[src/rtl/aer_pkg.sv]
// rtl/aer_pkg.sv - shared types, defaults and one-hot decode for the AER root transmitter
package aer_pkg;

  localparam int ADDR_W_DEF     = 4;
  localparam int FIFO_DEPTH_DEF = 4;
  localparam int MAX_ADDR_W     = 8;
  localparam int MAX_N          = 2 ** MAX_ADDR_W;

  typedef enum logic [1:0] {C_IDLE, C_ACK, C_REL} cap_state_e;
  typedef enum logic [1:0] {T_IDLE, T_REQ, T_REL} tx_state_e;

  typedef struct packed {
    logic                  valid;
    logic [MAX_ADDR_W-1:0] idx;
  } onehot_dec_t;

  // valid only when exactly one bit is set; idx is the position of the highest set bit
  function automatic onehot_dec_t onehot_to_bin(input logic [MAX_N-1:0] vec);
    onehot_dec_t r;
    int unsigned ones;
    r    = '0;
    ones = 0;
    for (int i = 0; i < MAX_N; i++) begin
      if (vec[i]) begin
        ones  = ones + 1;
        r.idx = MAX_ADDR_W'(i);
      end
    end
    r.valid = (ones == 1);
    return r;
  endfunction

endpackage

[src/rtl/aer_root_tx_if.sv]
// rtl/aer_root_tx_if.sv - arbiter-side and off-chip AER handshake bundle
interface aer_root_tx_if #(
  parameter int ADDR_W = 4
);
  localparam int N = 2 ** ADDR_W;

  logic              root_req;
  logic              root_ack_n;
  logic [N-1:0]      leaf_grant;
  logic              aer_req;
  logic [ADDR_W-1:0] aer_addr;
  logic              aer_ack;

  modport master (
    input  root_req, leaf_grant, aer_ack,
    output root_ack_n, aer_req, aer_addr
  );

  modport slave (
    output root_req, leaf_grant, aer_ack,
    input  root_ack_n, aer_req, aer_addr
  );
endinterface

[src/rtl/aer_sync_ff.sv]
// rtl/aer_sync_ff.sv - multi-flop single-bit synchronizer, resets to 0
module aer_sync_ff #(
  parameter int STAGES = 2
) (
  input  logic clk,
  input  logic rst_n,
  input  logic d,
  output logic q
);

  logic [STAGES-1:0] sync_q;
  logic [STAGES-1:0] sync_d;

  always_comb sync_d = {sync_q[STAGES-2:0], d};

  always_ff @(posedge clk or negedge rst_n) begin
    if (!rst_n) sync_q <= '0;
    else        sync_q <= sync_d;
  end

  assign q = sync_q[STAGES-1];

endmodule

[src/rtl/aer_root_tx.sv]
// rtl/aer_root_tx.sv - arbiter root capture, event FIFO and 4-phase AER transmitter
module aer_root_tx
  import aer_pkg::*;
#(
  parameter int ADDR_W      = ADDR_W_DEF,
  parameter int FIFO_DEPTH  = FIFO_DEPTH_DEF,
  parameter int SYNC_STAGES = 2
) (
  input  logic                        clk,
  input  logic                        rst_n,
  aer_root_tx_if.master               bus,
  output logic [$clog2(FIFO_DEPTH):0] fifo_cnt,
  output logic                        grant_err
);

  localparam int N     = 2 ** ADDR_W;
  localparam int PTR_W = $clog2(FIFO_DEPTH);
  localparam int CNT_W = PTR_W + 1;

  logic              root_req_s, aer_ack_s;
  logic [N-1:0]      leaf_grant_s;

  aer_sync_ff #(.STAGES(SYNC_STAGES)) u_sync_req (.clk(clk), .rst_n(rst_n), .d(bus.root_req), .q(root_req_s));
  aer_sync_ff #(.STAGES(SYNC_STAGES)) u_sync_ack (.clk(clk), .rst_n(rst_n), .d(bus.aer_ack),  .q(aer_ack_s));

  for (genvar g = 0; g < N; g++) begin : g_grant_sync
    aer_sync_ff #(.STAGES(SYNC_STAGES)) u_sync (.clk(clk), .rst_n(rst_n), .d(bus.leaf_grant[g]), .q(leaf_grant_s[g]));
  end

  cap_state_e        cap_state_q, cap_state_d;
  tx_state_e         tx_state_q, tx_state_d;
  logic              root_ack_n_q, root_ack_n_d;
  logic              grant_err_q, grant_err_d;
  logic [N-1:0]      grant_prev_q, grant_prev_d;
  logic              aer_req_q, aer_req_d;
  logic [ADDR_W-1:0] aer_addr_q, aer_addr_d;
  logic [ADDR_W-1:0] mem_q [FIFO_DEPTH];
  logic [ADDR_W-1:0] mem_d [FIFO_DEPTH];
  logic [PTR_W-1:0]  wr_ptr_q, wr_ptr_d, rd_ptr_q, rd_ptr_d;
  logic [CNT_W-1:0]  cnt_q, cnt_d;

  logic              push, pop;
  logic [ADDR_W-1:0] push_addr;
  logic [MAX_N-1:0]  grant_ext;
  onehot_dec_t       dec;

  // capture: a grant is trusted only after two identical synchronized samples
  always_comb begin
    cap_state_d  = cap_state_q;
    root_ack_n_d = root_ack_n_q;
    grant_err_d  = grant_err_q;
    grant_prev_d = leaf_grant_s;
    push         = 1'b0;
    push_addr    = '0;
    grant_ext    = '0;
    grant_ext[N-1:0] = leaf_grant_s;
    dec          = onehot_to_bin(grant_ext);
    case (cap_state_q)
      C_IDLE: if (root_req_s && cnt_q < CNT_W'(FIFO_DEPTH)) begin
        cap_state_d  = C_ACK;
        root_ack_n_d = 1'b0;
      end
      C_ACK: if (leaf_grant_s != '0 && leaf_grant_s == grant_prev_q) begin
        cap_state_d = C_REL;
        if (dec.valid && int'(dec.idx) < N) begin
          push      = 1'b1;
          push_addr = dec.idx[ADDR_W-1:0];
        end else begin
          grant_err_d = 1'b1;
        end
      end
      C_REL: if (!root_req_s) begin
        cap_state_d  = C_IDLE;
        root_ack_n_d = 1'b1;
      end
      default: begin
        cap_state_d  = C_IDLE;
        root_ack_n_d = 1'b1;
      end
    endcase
  end

  always_comb begin
    tx_state_d = tx_state_q;
    aer_req_d  = aer_req_q;
    aer_addr_d = aer_addr_q;
    pop        = 1'b0;
    case (tx_state_q)
      T_IDLE: if (cnt_q != '0) begin
        aer_addr_d = mem_q[rd_ptr_q];
        aer_req_d  = 1'b1;
        tx_state_d = T_REQ;
      end
      T_REQ: if (aer_ack_s) begin
        aer_req_d  = 1'b0;
        pop        = 1'b1;
        tx_state_d = T_REL;
      end
      T_REL: if (!aer_ack_s) tx_state_d = T_IDLE;
      default: tx_state_d = T_IDLE;
    endcase
  end

  // a push never overflows: the capture side only acknowledges with a free slot
  always_comb begin
    mem_d    = mem_q;
    wr_ptr_d = wr_ptr_q + PTR_W'(push);
    rd_ptr_d = rd_ptr_q + PTR_W'(pop);
    if (push) mem_d[wr_ptr_q] = push_addr;
    case ({push, pop})
      2'b10:   cnt_d = cnt_q + CNT_W'(1);
      2'b01:   cnt_d = cnt_q - CNT_W'(1);
      default: cnt_d = cnt_q;
    endcase
  end

  always_ff @(posedge clk or negedge rst_n) begin
    if (!rst_n) begin
      cap_state_q  <= C_IDLE;
      tx_state_q   <= T_IDLE;
      root_ack_n_q <= 1'b1;
      grant_err_q  <= 1'b0;
      grant_prev_q <= '0;
      aer_req_q    <= 1'b0;
      aer_addr_q   <= '0;
      wr_ptr_q     <= '0;
      rd_ptr_q     <= '0;
      cnt_q        <= '0;
      for (int i = 0; i < FIFO_DEPTH; i++) mem_q[i] <= '0;
    end else begin
      cap_state_q  <= cap_state_d;
      tx_state_q   <= tx_state_d;
      root_ack_n_q <= root_ack_n_d;
      grant_err_q  <= grant_err_d;
      grant_prev_q <= grant_prev_d;
      aer_req_q    <= aer_req_d;
      aer_addr_q   <= aer_addr_d;
      wr_ptr_q     <= wr_ptr_d;
      rd_ptr_q     <= rd_ptr_d;
      cnt_q        <= cnt_d;
      mem_q        <= mem_d;
    end
  end

  assign bus.root_ack_n = root_ack_n_q;
  assign bus.aer_req    = aer_req_q;
  assign bus.aer_addr   = aer_addr_q;
  assign fifo_cnt       = cnt_q;
  assign grant_err      = grant_err_q;

endmodule

[src/flat_wrapper.sv]
// flat-port wrapper written by rule: the top's interface ports become plain ports
module aer_root_tx_flat import aer_pkg::*;
#(
  parameter int ADDR_W      = ADDR_W_DEF,
  parameter int FIFO_DEPTH  = FIFO_DEPTH_DEF,
  parameter int SYNC_STAGES = 2
)
  (clk, rst_n, fifo_cnt, grant_err, bus_root_req, bus_leaf_grant, bus_aer_ack, bus_root_ack_n, bus_aer_req, bus_aer_addr);
  aer_root_tx_if #(.ADDR_W(ADDR_W)) bus_i ();
  input  logic clk;
  input  logic rst_n;
  output logic [$clog2(FIFO_DEPTH):0] fifo_cnt;
  output logic grant_err;
  input wire logic [$bits(bus_i.root_req)-1:0] bus_root_req;
  input wire logic [$bits(bus_i.leaf_grant)-1:0] bus_leaf_grant;
  input wire logic [$bits(bus_i.aer_ack)-1:0] bus_aer_ack;
  output wire logic [$bits(bus_i.root_ack_n)-1:0] bus_root_ack_n;
  output wire logic [$bits(bus_i.aer_req)-1:0] bus_aer_req;
  output wire logic [$bits(bus_i.aer_addr)-1:0] bus_aer_addr;
  assign bus_i.root_req = bus_root_req;
  assign bus_i.leaf_grant = bus_leaf_grant;
  assign bus_i.aer_ack = bus_aer_ack;
  assign bus_root_ack_n = bus_i.root_ack_n;
  assign bus_aer_req = bus_i.aer_req;
  assign bus_aer_addr = bus_i.aer_addr;
  aer_root_tx #(.ADDR_W(ADDR_W), .FIFO_DEPTH(FIFO_DEPTH), .SYNC_STAGES(SYNC_STAGES)) u_core (.clk(clk), .rst_n(rst_n), .bus(bus_i), .fifo_cnt(fifo_cnt), .grant_err(grant_err));
endmodule
[config.mk]
export PLATFORM = sky130hd
export DESIGN_NAME = aer_root_tx_flat
export DESIGN_NICKNAME = d
export VERILOG_FILES = /design/src/rtl/aer_pkg.sv /design/src/rtl/aer_root_tx_if.sv /design/src/rtl/aer_sync_ff.sv /design/src/rtl/aer_root_tx.sv /design/src/flat_wrapper.sv
export SDC_FILE = /design/constraint.sdc
export NUM_CORES = 1
export LEC_CHECK = 0
export CAP_MARGIN = 20
export CORE_MARGIN = 8
export CORE_UTILIZATION = 29
export DETAILED_ROUTE_END_ITERATION = 10
export GPL_TIMING_DRIVEN = 0
export PLACE_DENSITY = 0.46
export SETUP_SLACK_MARGIN = 0.05
export SLEW_MARGIN = 20
export SYNTH_ARGS = -nofsm -noshare
export SYNTH_HDL_FRONTEND = slang
export SYNTH_SLANG_ARGS = --single-unit
export TNS_END_PERCENT = 100
[constraint.sdc]
create_clock -name clk -period 19.3 [get_ports clk]
set_clock_uncertainty 0.05 [all_clocks]
set_input_delay 4.825 -clock clk [delete_from_list [all_inputs] [get_ports clk]]
set_output_delay 4.825 -clock clk [all_outputs]
set_load 0.02 [all_outputs]
==> impl_summary.txt <==
----------------------------------------------------
[Place]
  Final HPWL DP ... 8190 µm
  Inst Count DP ... 738
  Buffers added on ports ... 29
  Final GP Congestion ... 0.774

[Critical path]
  Worst-path cell with the longest stage delay ... sky130_fd_sc_hd__xnor2_1
  Crit-path max cell delay ... 670 ps
  Crit-path most repeated cell ... sky130_fd_sc_hd__ha_1
  Kind of end point of the critical path ... register
  Worst setup path category ... register to register
  Data arrival time of the critical path ... 11060 ps
  Data required, critical path ... 19510 ps
  R2r endpoint ... u_core.fifo_cnt[2]$_DFFE_PN0P_
  Startpoint class of the critical path ... register
  Source of the worst register-to-register timing path ... u_core.g_grant_sync[1].u_sync.sync_q[1]$_DFF_PN0_
  Worst reg2reg setup slack ... 8450 ps
  Worst reg-to-reg path cell count ... 50
  Worst-path maximum fanout ... 6

[Logic synthesis]
  Primary flip-flop cell chosen by synthesis mapping ... sky130_fd_sc_hd__dfrtp_1
  Post-synth ARST share ... 100%
  Synthesized instance count ... 479
  #FFs+latches synth ... 86
  Area of the mapped netlist ... 5180 µm²
  Yosys warning count ... 0
  Syn_nets ... 518
  Number of different library cells in the post-synthesis netlist ... 70
  Number of enable-type register cells in the synthesized netlist ... 0
  Synthesized area per cell ... 10.8 µm²
  Sequential cell area fraction in the yosys report ... 41.5%

[Floorplanning]
  Row count ... 49
  DIE AREA ... 22400 µm²
  Die Y-Extent ... 150 µm
  Initial cell density of the core ... 29.1%
  Number of placed I/O pins ... 30
  Die boundary width ... 150 µm
  Core area ... 17800 µm²

[Pwr]
  Total power divided by cell area ... 136 nW/µm²
  Leakage ... 2.56 nW
  Maximum ir drop on the vdd rail ... 0.0664 mV
  Overall power of the completed layout ... 825 µW

[Clock network]
  Later-pin clock latency in the skew report ... 330 ps
  Clock-pin slew reported for the worst setup and hold paths after clock tree synthesis ... 60 ps
  CTS Hold Buffers Added ... 0
  H-tree levels ... 3
  Longest Clk Path Bufs ... 2
  Number of CTS-inserted buffers ... 9
  Number of gates given a new drive strength after cts ... 0
  Clock tree from TritonCTS ... yes
  Clk sinks ... 86
  # Post-CTS Setup Buffers ... 0
  CTS Root Cell ... sky130_fd_sc_hd__clkbuf_16

[Finish]
  Antenna Cells ... 0
  Layout cell share with drive strength beyond 1 ... 11.5%
  Final non-filler cell total ... 753
  Finished Core Util ... 34.2%
  Area grow syn2layout ... 17.2%
  Post-layout nets ... 559

[Global routing]
  Wire length of the first global-routing pass ... 18100 µm
  Vias in the first global route ... 3630
  Final global-route overflow total ... 0
  Pin count of the biggest net entering global routing ... 48
  Antenna violations before repair ... 0
  GR Layer Usage met1 ... 13.3%
  Met3 usage ... 2.00%
  Total global routing track utilization ... 10.0%
  Met2 routing resource usage after global routing ... 15.8%
  Busiest layer in global routing ... met2

[Worst hold path]
  Class of the tightest hold or removal check ... register to register
  Hold-critical path depth ... 0
  Hold-critical path endpoint ... u_core.g_grant_sync[0].u_sync.sync_q[1]$_DFF_PN0_
  Hold Crit Start ... u_core.g_grant_sync[0].u_sync.sync_q[0]$_DFF_PN0_

[Routing]
  Initial DRC count ... 131
  First-pass detailed-route iteration total ... 4
  Final ANT Viol Nets ... 0
  Post-DR wirelength/cell ... 14.1 µm
  Detailed-route vias per instance ... 4.81
  Drt total wl ... 10600 µm
  Via Count ... 3624
  DRC violation count after routing ... 0

[Timing]
  Slew margin rel. ... 46.4%
  RSZ-0062 raised after global routing ... no
  Share of the clock period used by the worst path after layout ... 56.2%
  Tmin final ... 10850 ps
  Setup-failing EPs final ... 0
  Hold Vio Cnt, Final ... 0
  Max Clock Freq ... 0.0921 GHz
  Worst-margin pin slew ... 798 ps
  Pins Over Slew Limit ... 0
  Total Neg Setup Slack ... 0 ps

[Outcome]
  Result of the run ... finished, final reports clean

[Flow run]
  Max-capacitance violation count ... 0

----------------------------------------------------
## synthesized netlist by cell type (all sizes together), types with 4 or more instances
master	number	area (µm²)
nand4	11	68.8
mux4	4	90.1
o21bai	4	30.0
ha	18	225
mux2i	6	60.1
clkbuf	12	45.0
nand2	35	131
nand3b	8	60.1
or3	4	25.0
xnor2	47	442
and2	5	31.3
a21oi	13	68.8
xnor3	8	185
inv	21	78.8
o21ai	13	65.1
a31oi	5	31.3
nor2	30	113
mux2	25	282
a211oi	4	35.0
xor2	17	171
nor3b	5	37.5
o211ai	4	30.0
dfrtp	85	2130
nand2b	9	56.3
nor3	10	70.1
nand3	20	100
buf	5	26.3
## kinds of logic after synthesis
family,after synthesis,share of synthesized area [%]
compound gates,76,10.8
flops,86,41.6
mux,35,8.33
buf+inv,38,2.90
fa+ha+maj,19,4.73
simple gates,151,15.3
xor+xnor,74,16.3
## worst max-delay path by stage
stage / startpoint / cells past startpoint / to
finish: u_core.g_grant_sync[1].u_sync.sync_q[1]$_DFF_PN0_ / 50 / u_core.fifo_cnt[2]$_DFFE_PN0P_
global route: u_core.g_grant_sync[1].u_sync.sync_q[1]$_DFF_PN0_ / 50 / u_core.fifo_cnt[2]$_DFFE_PN0P_
CTS: u_core.g_grant_sync[1].u_sync.sync_q[1]$_DFF_PN0_ / 50 / u_core.fifo_cnt[2]$_DFFE_PN0P_
detailed placement: u_core.g_grant_sync[1].u_sync.sync_q[1]$_DFF_PN0_ / 50 / u_core.fifo_cnt[2]$_DFFE_PN0P_
global placement: u_core.g_grant_sync[1].u_sync.sync_q[1]$_DFF_PN0_ / 50 / u_core.fifo_cnt[2]$_DFFE_PN0P_
floorplan: u_core.g_grant_sync[1].u_sync.sync_q[1]$_DFF_PN0_ / 51 / u_core.fifo_cnt[2]$_DFFE_PN0P_
## area by class of cell
class	instances	area, µm²
timing repair buffer	30	315
sequential	86	2150
inverter	21	78.8
multi-input combinational	355	2880
tap	229	287
clock inverter	5	60.1
buffer	17	71.3
fill	1819	11700
clock buffer	10	229
## worst max-delay path, delay by kind of cell, from the launching register on
kind | cells | cell delay, ps
AOI/OAI and AO/OA | 10 | 1520
xor gates and xnor gates | 5 | 1410
adders and majority gates | 14 | 4200
and+or+nand+nor | 14 | 1840
muxes | 4 | 1090
DFF | 1 | 430
buffers and inverters | 3 | 240
## metrics by stage
stage	hold slack (ps)	instance area [µm²]	setup slack (ps)
6_report	297	6070	8450
2_1_floorplan	281	5180	9700
3_5_place_dp	285	5780	8470
4_1_cts	298	6070	8400
5_1_grt	304	6070	7510
3_3_place_gp	281	5760	8560
## state kept, by name, indices dropped and copies added (netlist names), 2 cells and up
register / count
u_core.g_grant_sync.u_sync.sync_q: 32
u_core.grant_prev_q: 16
u_core.mem_q: 16
u_core.bus.aer_addr: 4
u_core.fifo_cnt: 3
u_core.cap_state_q: 2
u_core.rd_ptr_q: 2
u_core.tx_state_q: 2
u_core.u_sync_ack.sync_q: 2
u_core.u_sync_req.sync_q: 2
u_core.wr_ptr_q: 2
## power breakdown
| part | total [mW] | leakage, nW | internal [mW] | switching [mW] |
|---|---|---|---|---|
| combinational | 0.449 | 1.36 | 0.202 | 0.247 |
| clock | 0.168 | 0.139 | 0.0999 | 0.0677 |
| sequential | 0.209 | 1.06 | 0.194 | 0.0143 |
| total | 0.825 | 2.56 | 0.496 | 0.329 |
## placed cells by master (no fill, tap or decap), types with 4 or more instances in the layout
cell,n
sky130_fd_sc_hd__dfrtp_1,85
sky130_fd_sc_hd__xnor2_1,43
sky130_fd_sc_hd__nand2_1,35
sky130_fd_sc_hd__nor2_1,30
sky130_fd_sc_hd__clkdlybuf4s50_1,28
sky130_fd_sc_hd__inv_1,21
sky130_fd_sc_hd__nand3_1,20
sky130_fd_sc_hd__ha_1,18
sky130_fd_sc_hd__xor2_1,14
sky130_fd_sc_hd__mux2_1,14
sky130_fd_sc_hd__clkbuf_1,13
sky130_fd_sc_hd__a21oi_1,12
sky130_fd_sc_hd__o21ai_0,12
sky130_fd_sc_hd__mux2_2,11
sky130_fd_sc_hd__nand4_1,11
sky130_fd_sc_hd__nand2b_1,9
sky130_fd_sc_hd__clkbuf_16,9
sky130_fd_sc_hd__nand3b_1,8
sky130_fd_sc_hd__nor3_1,6
sky130_fd_sc_hd__mux2i_1,6
sky130_fd_sc_hd__nor3b_1,5
sky130_fd_sc_hd__a31oi_1,5
sky130_fd_sc_hd__xnor3_1,4
sky130_fd_sc_hd__xnor3_2,4
sky130_fd_sc_hd__and2_1,4
sky130_fd_sc_hd__or3_1,4
sky130_fd_sc_hd__o211ai_1,4
sky130_fd_sc_hd__xnor2_2,4
sky130_fd_sc_hd__nor3_2,4
sky130_fd_sc_hd__mux4_2,4
sky130_fd_sc_hd__o21bai_1,4
## metal layers
layer  vias up  share of wire (%)
li1       1791                  -
met1      1760                 50
met2        63                 46
met3        10                3.1
met4         0                1.6
met5         -                  0
Note: power is estimated with default switching activity, not from simulation.
